### config.mk
export PLATFORM = sky130hd
export DESIGN_NAME = pwr_ramp_sequencer
export DESIGN_NICKNAME = d
export VERILOG_FILES = /design/src/rtl/pwr_ramp_sequencer.sv
export SDC_FILE = /design/constraint.sdc
export NUM_CORES = 1
export LEC_CHECK = 0
export CAP_MARGIN = 20
export CORE_AREA = 2 2 144 146
export CTS_BUF_LIST = sky130_fd_sc_hd__clkbuf_8
export DETAILED_ROUTE_END_ITERATION = 8
export DIE_AREA = 0 0 146 148
export GPL_ROUTABILITY_DRIVEN = 0
export PLACE_DENSITY = 0.65
export SLEW_MARGIN = 5
export SYNTH_ARGS = -nofsm -noshare
export SYNTH_HDL_FRONTEND = slang
export SYNTH_SLANG_ARGS = --single-unit
### constraint.sdc
create_clock -name clk100m -period 4.3 [get_ports clk100m]
set_input_delay 1.29 -clock clk100m [delete_from_list [all_inputs] [get_ports clk100m]]
set_output_delay 1.29 -clock clk100m [all_outputs]
set_load 0.1 [all_outputs]
### src/rtl/pwr_ramp_sequencer.sv
// Thermometer power ramp (up, hold, down) across NUM_MODULES load enables, with a 32-bit MISR
// folding the registered dummy returns; all outputs registered, 1-cycle response, no backpressure.
module pwr_ramp_sequencer #(
   parameter int NUM_MODULES  = 32,
   parameter int DWELL_CYCLES = 100000000,
   parameter int HOLD_CYCLES  = 500000000
) (
   input  logic                   clk100m,
   input  logic                   rstn,
   input  logic                   start,
   input  logic                   abort,
   input  logic [NUM_MODULES-1:0] dummy_in,
   output logic [NUM_MODULES-1:0] pwr_en_out,
   output logic [5:0]             level,
   output logic [2:0]             phase,
   output logic                   busy,
   output logic                   done,
   output logic [31:0]            signature
);

   localparam int MAXC = (DWELL_CYCLES > HOLD_CYCLES) ? DWELL_CYCLES : HOLD_CYCLES;
   localparam int TW   = (MAXC > 1) ? $clog2(MAXC) : 1;
   localparam logic [TW-1:0] DW_TC = TW'(DWELL_CYCLES - 1);
   localparam logic [TW-1:0] HD_TC = TW'(HOLD_CYCLES - 1);
   localparam logic [5:0]    NM    = 6'(NUM_MODULES);

   typedef enum logic [2:0] {
      IDLE      = 3'd0,
      RAMP_UP   = 3'd1,
      HOLD      = 3'd2,
      RAMP_DOWN = 3'd3,
      DONE      = 3'd4
   } state_t;

   state_t                 r_state;
   logic [5:0]             r_level;
   logic [NUM_MODULES-1:0] r_pwr;
   logic [NUM_MODULES-1:0] r_cap;
   logic [TW-1:0]          r_timer;
   logic                   r_busy;
   logic                   r_done;
   logic [31:0]            r_sig;

   logic                   w_dwell_tc;
   logic                   w_hold_tc;
   logic                   w_fb;
   logic [31:0]            w_d;
   logic [31:0]            w_misr;

   function automatic logic [NUM_MODULES-1:0] therm(input logic [5:0] lv);
      logic [NUM_MODULES-1:0] v;
      v = '0;
      for (int i = 0; i < NUM_MODULES; i++) v[i] = (6'(i) < lv);
      return v;
   endfunction

   assign w_dwell_tc = (r_timer == DW_TC);
   assign w_hold_tc  = (r_timer == HD_TC);
   assign w_d        = 32'(r_cap);
   assign w_fb       = r_sig[31] ^ r_sig[21] ^ r_sig[1] ^ r_sig[0];
   assign w_misr     = {r_sig[30:0], w_fb} ^ w_d;

   always_ff @(posedge clk100m) begin
      if (!rstn) begin
         r_state <= IDLE;
         r_level <= 6'd0;
         r_pwr   <= '0;
         r_cap   <= '0;
         r_timer <= '0;
         r_busy  <= 1'b0;
         r_done  <= 1'b0;
         r_sig   <= 32'hFFFF_FFFF;
      end else begin
         r_cap  <= dummy_in;
         r_done <= 1'b0;
         // Abort wins over everything and freezes the signature on the same edge.
         if (abort && r_state != IDLE) begin
            r_state <= IDLE;
            r_level <= 6'd0;
            r_pwr   <= '0;
            r_timer <= '0;
            r_busy  <= 1'b0;
         end else begin
            if (r_busy) r_sig <= w_misr;
            case (r_state)
               IDLE: begin
                  if (start && !abort) begin
                     r_state <= RAMP_UP;
                     r_level <= 6'd1;
                     r_pwr   <= therm(6'd1);
                     r_timer <= '0;
                     r_busy  <= 1'b1;
                     r_sig   <= 32'hFFFF_FFFF;
                  end
               end
               RAMP_UP: begin
                  if (w_dwell_tc) begin
                     r_timer <= '0;
                     if (r_level == NM) begin
                        r_state <= HOLD;
                     end else begin
                        r_level <= r_level + 6'd1;
                        r_pwr   <= therm(r_level + 6'd1);
                     end
                  end else begin
                     r_timer <= r_timer + 1'b1;
                  end
               end
               HOLD, RAMP_DOWN: begin
                  if ((r_state == HOLD) ? w_hold_tc : w_dwell_tc) begin
                     r_timer <= '0;
                     r_level <= r_level - 6'd1;
                     r_pwr   <= therm(r_level - 6'd1);
                     // Reaching level 0 completes the sequence on this edge.
                     if (r_level == 6'd1) begin
                        r_state <= DONE;
                        r_busy  <= 1'b0;
                        r_done  <= 1'b1;
                     end else begin
                        r_state <= RAMP_DOWN;
                     end
                  end else begin
                     r_timer <= r_timer + 1'b1;
                  end
               end
               DONE:    r_state <= IDLE;
               default: r_state <= IDLE;
            endcase
         end
      end
   end

   assign pwr_en_out = r_pwr;
   assign level      = r_level;
   assign phase      = r_state;
   assign busy       = r_busy;
   assign done       = r_done;
   assign signature  = r_sig;

endmodule

# Word-level counts from Yosys, hierarchy flattened
# Cells that the tools add are included.
# word_totals
ff_bits,136
latch_bits,0
mem_bits_rw,0
mem_bits_ro,0
inputBits,36
output_inout_bits,75
wordCells,138
n_memories,0
# classes
addsub,3
multipliers,0
div,0
order_cmp,64
eq_ne,13
shifts,0
n_mux,29
bitwise_logic,7
reduce_logical,14
# op_table
operator,n
$mux W32,7
$lt A5 B6 Y1 const A,32
$lt A4 B6 Y1 const A,16
$pmux W32 S3,1
$mux W29,3
$pmux W29 S3,1
$lt A3 B6 Y1 const A,8
$xor A32 B32 Y32,1
$add A29 B1 Y29 const B,1
$eq A29 B27 Y1 const B,1
$eq A29 B29 Y1 const B,1
$lt A1 B6 Y1 const A,4
$lt A2 B6 Y1 const A,4
$mux W6,4
$pmux W6 S3,1
$mux W3,5
$ne A2 B2 Y1 const B,6
$pmux W3 S3,1
$reduce_and A4 Y1,2
$add A6 B1 Y6 const B,1
$eq A3 B2 Y1 const B,2
$eq A6 B1 Y1 const B,1
$eq A6 B6 Y1 const B,1
$reduce_bool A3 Y1,2
other kinds (14),24

# Depth between registers and ports, before layout
# depth
word_depth,7
depth_mapped,11
ltp_nobuf,8

# Worst setup path after synthesis
# Ideal clock, no wire load.
# synth_path
kind,register to register
startpoint,register r_level[0] (netlist: level[0])
endpoint,register r_pwr[9] (netlist: pwr_en_out[9])
setup_time_ns,0.123
arrival_ns,3.116
required_time_ns,4.177
setup_slack_ns,1.061
path_stages_with_launch,11
n_path_buf,2
period_less_slack_ns,3.239
path_cell_list,dfxtp_1 buf_2 buf_1 inv_1 ha_1 o21bai_1 a211oi_1 nor2_1 o21a_1 o41ai_1 o2bb2ai_1
# synth_between
elab_chain_len,5
word_cells_on_any_way,11
classes_between,2 x add/sub; 2 x order compare; 2 x eq/ne; 4 x mux; 1 x reduce/logical
# synth_lines
item,line,source
"start, declared",36,logic [5:0] r_level;
"start signal, assigned",102,r_level <= r_level + 6'd1;
"start signal, assigned",112,r_level <= r_level - 6'd1;
$add A6 B1 Y6,103,r_pwr <= therm(r_level + 6'd1);
$lt A4 B6 Y1,53,for (int i = 0; i < NUM_MODULES; i++) v[i] = (6'(i) < lv);
$mux W32,99,if (r_level == NM) begin
$mux W32,97,if (w_dwell_tc) begin
$pmux W32 S3,85,case (r_state)
"end signal, assigned",90,r_pwr <= therm(6'd1);
"end signal, assigned",103,
"end signal, assigned",113,r_pwr <= therm(r_level - 6'd1);
"end, declared",37,logic [NUM_MODULES-1:0] r_pwr;
# Parallel ways exist; a longest one is shown, timed or not. The select of a mux whose other input is x is not followed.
# A chain may end at the register's enable or synchronous reset.

# Worst setup path after layout
# layout_path
startpoint,register r_sig[1] (netlist: signature[1])
endpoint,output port signature[1]
# layout_lines
item,line,source
"start, declared",42,logic [31:0] r_sig;
"start signal, assigned",84,if (r_busy) r_sig <= w_misr;
"end, declared",18,output logic [31:0] signature
# No word-level cell between the ends.

==> flow_summary.yaml <==
logic_synthesis:
  synthMuxAreaShare_pct: 0.594
  synthTopCellsByArea: "dfxtp_1 (39%), xnor2_1 (5.4%), nand2_1 (3.6%), o211ai_1 (3.6%), and2_1 (3.4%)"
  ys_seq_area_share_pct: 38.9
  ys_ff_latch: 135
  synth_nets: 830
  synthXorXnorAreaFrac_pct: 7.18
  yosysTopAreaCell: "dfxtp_1"
  ys_types: 89
  synth_edf_count: 0
  synth-compound-area-share_pct: 22.6
  synth-simple-area-share_pct: 24.9
  synthFlopType: "dfxtp_1"
  syn_avg_cell_area_sq_um: 8.84
  async_flop_share_pct: 0
  yosys.area_share.adder_pct: 1.26
  synth_top_area_share_pct: 38.9
  syn_area_sq_mm: 0.00695
  syn_inst: 787
  ys_warn_count: 0
  synth_top_family_by_area: "simple AND/OR/NAND/NOR gates"
detailed_routing:
  wire_per_inst_microns: 16.5
  vias_per_cell: 5.42
  drtAntennaViolNets: 0
  drc: 0
  firstDrtPassIters: 8
  wl_microns: 19100
  drtIter0Drc: 579
  num_vias: 6289
clock_tree:
  root_buffer: "clkbuf_8"
  post_cts_buffers: 0
  cts_made_buffers: 17
  h-tree-depth: 4
  hold_buffers: 0
  ctsResizeCount: 0
  clock_latency_ns: 0.46
  cts.path.max_buffers: 2
  cts_sinks: 135
  clk_pin_slew_ns: 0.09
  cts_tree: "done"
floorplanning:
  die-area_sq_mm: 0.0216
  core_area_sq_mm: 0.0200
  io_pins: 111
  rows: 52
  fp.dieH_microns: 148
  initial_core_util_pct: 34.7
  die_w_microns: 146
global_routing:
  grt_remaining_overflow: 0
  use_met3_pct: 4.51
  grt_pass1_vias: 5629
  grt_use_met2_pct: 24.4
  grt_pass1_wl_microns: 30500
  grt_use_met1_pct: 25.6
  antenna_found_initial: 0
  grt_start_max_net_pins: 44
  grt_use_total_pct: 17.3
  busiest_layer: "met1"
sta:
  min_period_ns: 3.38
  slew-limit-headroom_pct: 29.3
  skew_ns: 0.0124
  hold_violations: 0
  finalSetupTns_ns: 0
  worstMarginPinSlew_ns: 1.06
  whs_ns: 0.467
  finalCritPeriodShare_pct: 78.6
  drv_slew: 0
  rsz0062_at_grt: "false"
  setup_viol: 0
  worst_slack_ns: 0.920
  maxClockFrequency_mhz: 296
placement:
  hpwl_microns: 13400
  io_buffer_count: 110
  dpl_worst_slack_ns: 0.764
  dp_cells: 1128
finish:
  final_common_cell: "dfxtp_1"
  fillCellCount: 2025
  stdcell_count: 1160
  final_cell_mix: "dfxtp_1 (135), clkdlybuf4s50_1 (100), nand2_1 (65)"
  area_growth_pct: 23.6
  nets: 920
  diodes: 0
  drive_gt1_share_pct: 10.9
min_path:
  whs_path_depth: 1
  hold_end: "pwr_en_out[29]"
  hold_path_class: "reg -> reg"
  hold_path_startpoint: "pwr_en_out[29]"
setup_path:
  critical-path-top-delay-family: "buffers and inverters"
  path_buf_inv: 1
  r2r_cells: 8
  path_cells: "clkdlybuf4s50_1"
  reg2reg_to: "pwr_en_out[0]"
  ff2ff_setup_slack_ns: 1.35
  crit_fanout: 4
  required_ns: 3.01
  reg2reg_from: "level[1]"
  crit_path_top_delay_cell: "clkdlybuf4s50_1"
  slowest_delay_ns: 1.18
  end_kind: "primary output"
  cp.arrival_ns: 2.09
  start_kind: "register"
  crit_type: "reg -> out"
flow_run:
  maxCapViolCount: 0
outcome:
  status: "completed"
power_and_ir_drop:
  powerDensity_mw_per_mm2: 355
  ir_worst_vdd_v: 0.000151
  fin_total_pwr_mw: 3.06
  p_leak_nw: 3.02
## per-stage QoR
step	area [sq um]	utilization (%)
after floorplan	6950	-
after global placement	8210	41.0
after detailed placement	8210	41.0
after CTS	8600	42.9
after global routing	8600	42.9
final	8600	42.9
## worst max-delay path by stage
stage / from / to / depth (start not counted)
3_5_place_dp: abort / r_timer[23] / 7
3_3_place_gp: abort / r_timer[27] / 7
6_report: signature[1] / signature[1] / 1
2_1_floorplan: level[0] / pwr_en_out[9] / 10
5_1_grt: signature[1] / signature[1] / 1
4_1_cts: signature[1] / signature[1] / 1
## flip-flops by register name (all words and copies together), names as in the netlist
register and flops:
r_timer 29, done 1, pwr_en_out 31, r_cap 32, signature 32, busy 1, phase 3, level 6
## cells in the mapped netlist, types with 5 or more instances
cell / count
o31ai_1: 6
nand3_1: 27
o32ai_1: 5
dfxtp_1: 135
buf_2: 14
or3_1: 10
a31oi_1: 11
ha_1: 7
o211ai_1: 33
o21ai_0: 28
o2bb2ai_2: 10
clkbuf_1: 29
nor2_1: 62
a22o_1: 6
a211oi_1: 8
nand4_1: 15
buf_6: 6
and3_1: 11
o2bb2ai_1: 13
inv_1: 5
a21oi_1: 30
o21a_1: 6
xnor2_1: 43
buf_4: 5
nor3_1: 26
and2_1: 38
xor2_1: 14
nand2b_1: 12
nand2_1: 66
nor2b_1: 6
## layer usage
metal / part of all wire, % / up-vias
li1: - / 3069
met5: 0 / -
met1: 49 / 2940
met4: 2.0 / 0
met2: 42 / 247
met3: 7.6 / 33
## power breakdown
group / leakage (nW) / total, mW / switching [mW] / internal, mW
sequential: 1.10 / 1.34 / 0.0453 / 1.30
combinational: 1.73 / 0.687 / 0.475 / 0.212
clock: 0.191 / 1.03 / 0.595 / 0.433
total: 3.02 / 3.06 / 1.12 / 1.94
## layout make-up
cell class / instances / area (sq um) / area share (%)
multi-input combinational: 588 / 3930 / 45.7
sequential: 135 / 2700 / 31.4
timing repair buffer: 128 / 1210 / 14.1
tap: 270 / 338 / 3.93
clock buffer: 17 / 234 / 2.72
clock inverter: 15 / 154 / 1.79
inverter: 7 / 26.3 / 0.306
## cell families (layout without fill, tap and decap cells)
kind of cell | count (synthesis) | after routing
mux | 4 | 4
fa+ha+maj | 7 | 7
compound gates | 205 | 205
simple gates | 315 | 315
flops | 135 | 135
xor+xnor | 57 | 57
buf+inv | 64 | 167
Note: power is estimated with default switching activity, not from simulation.
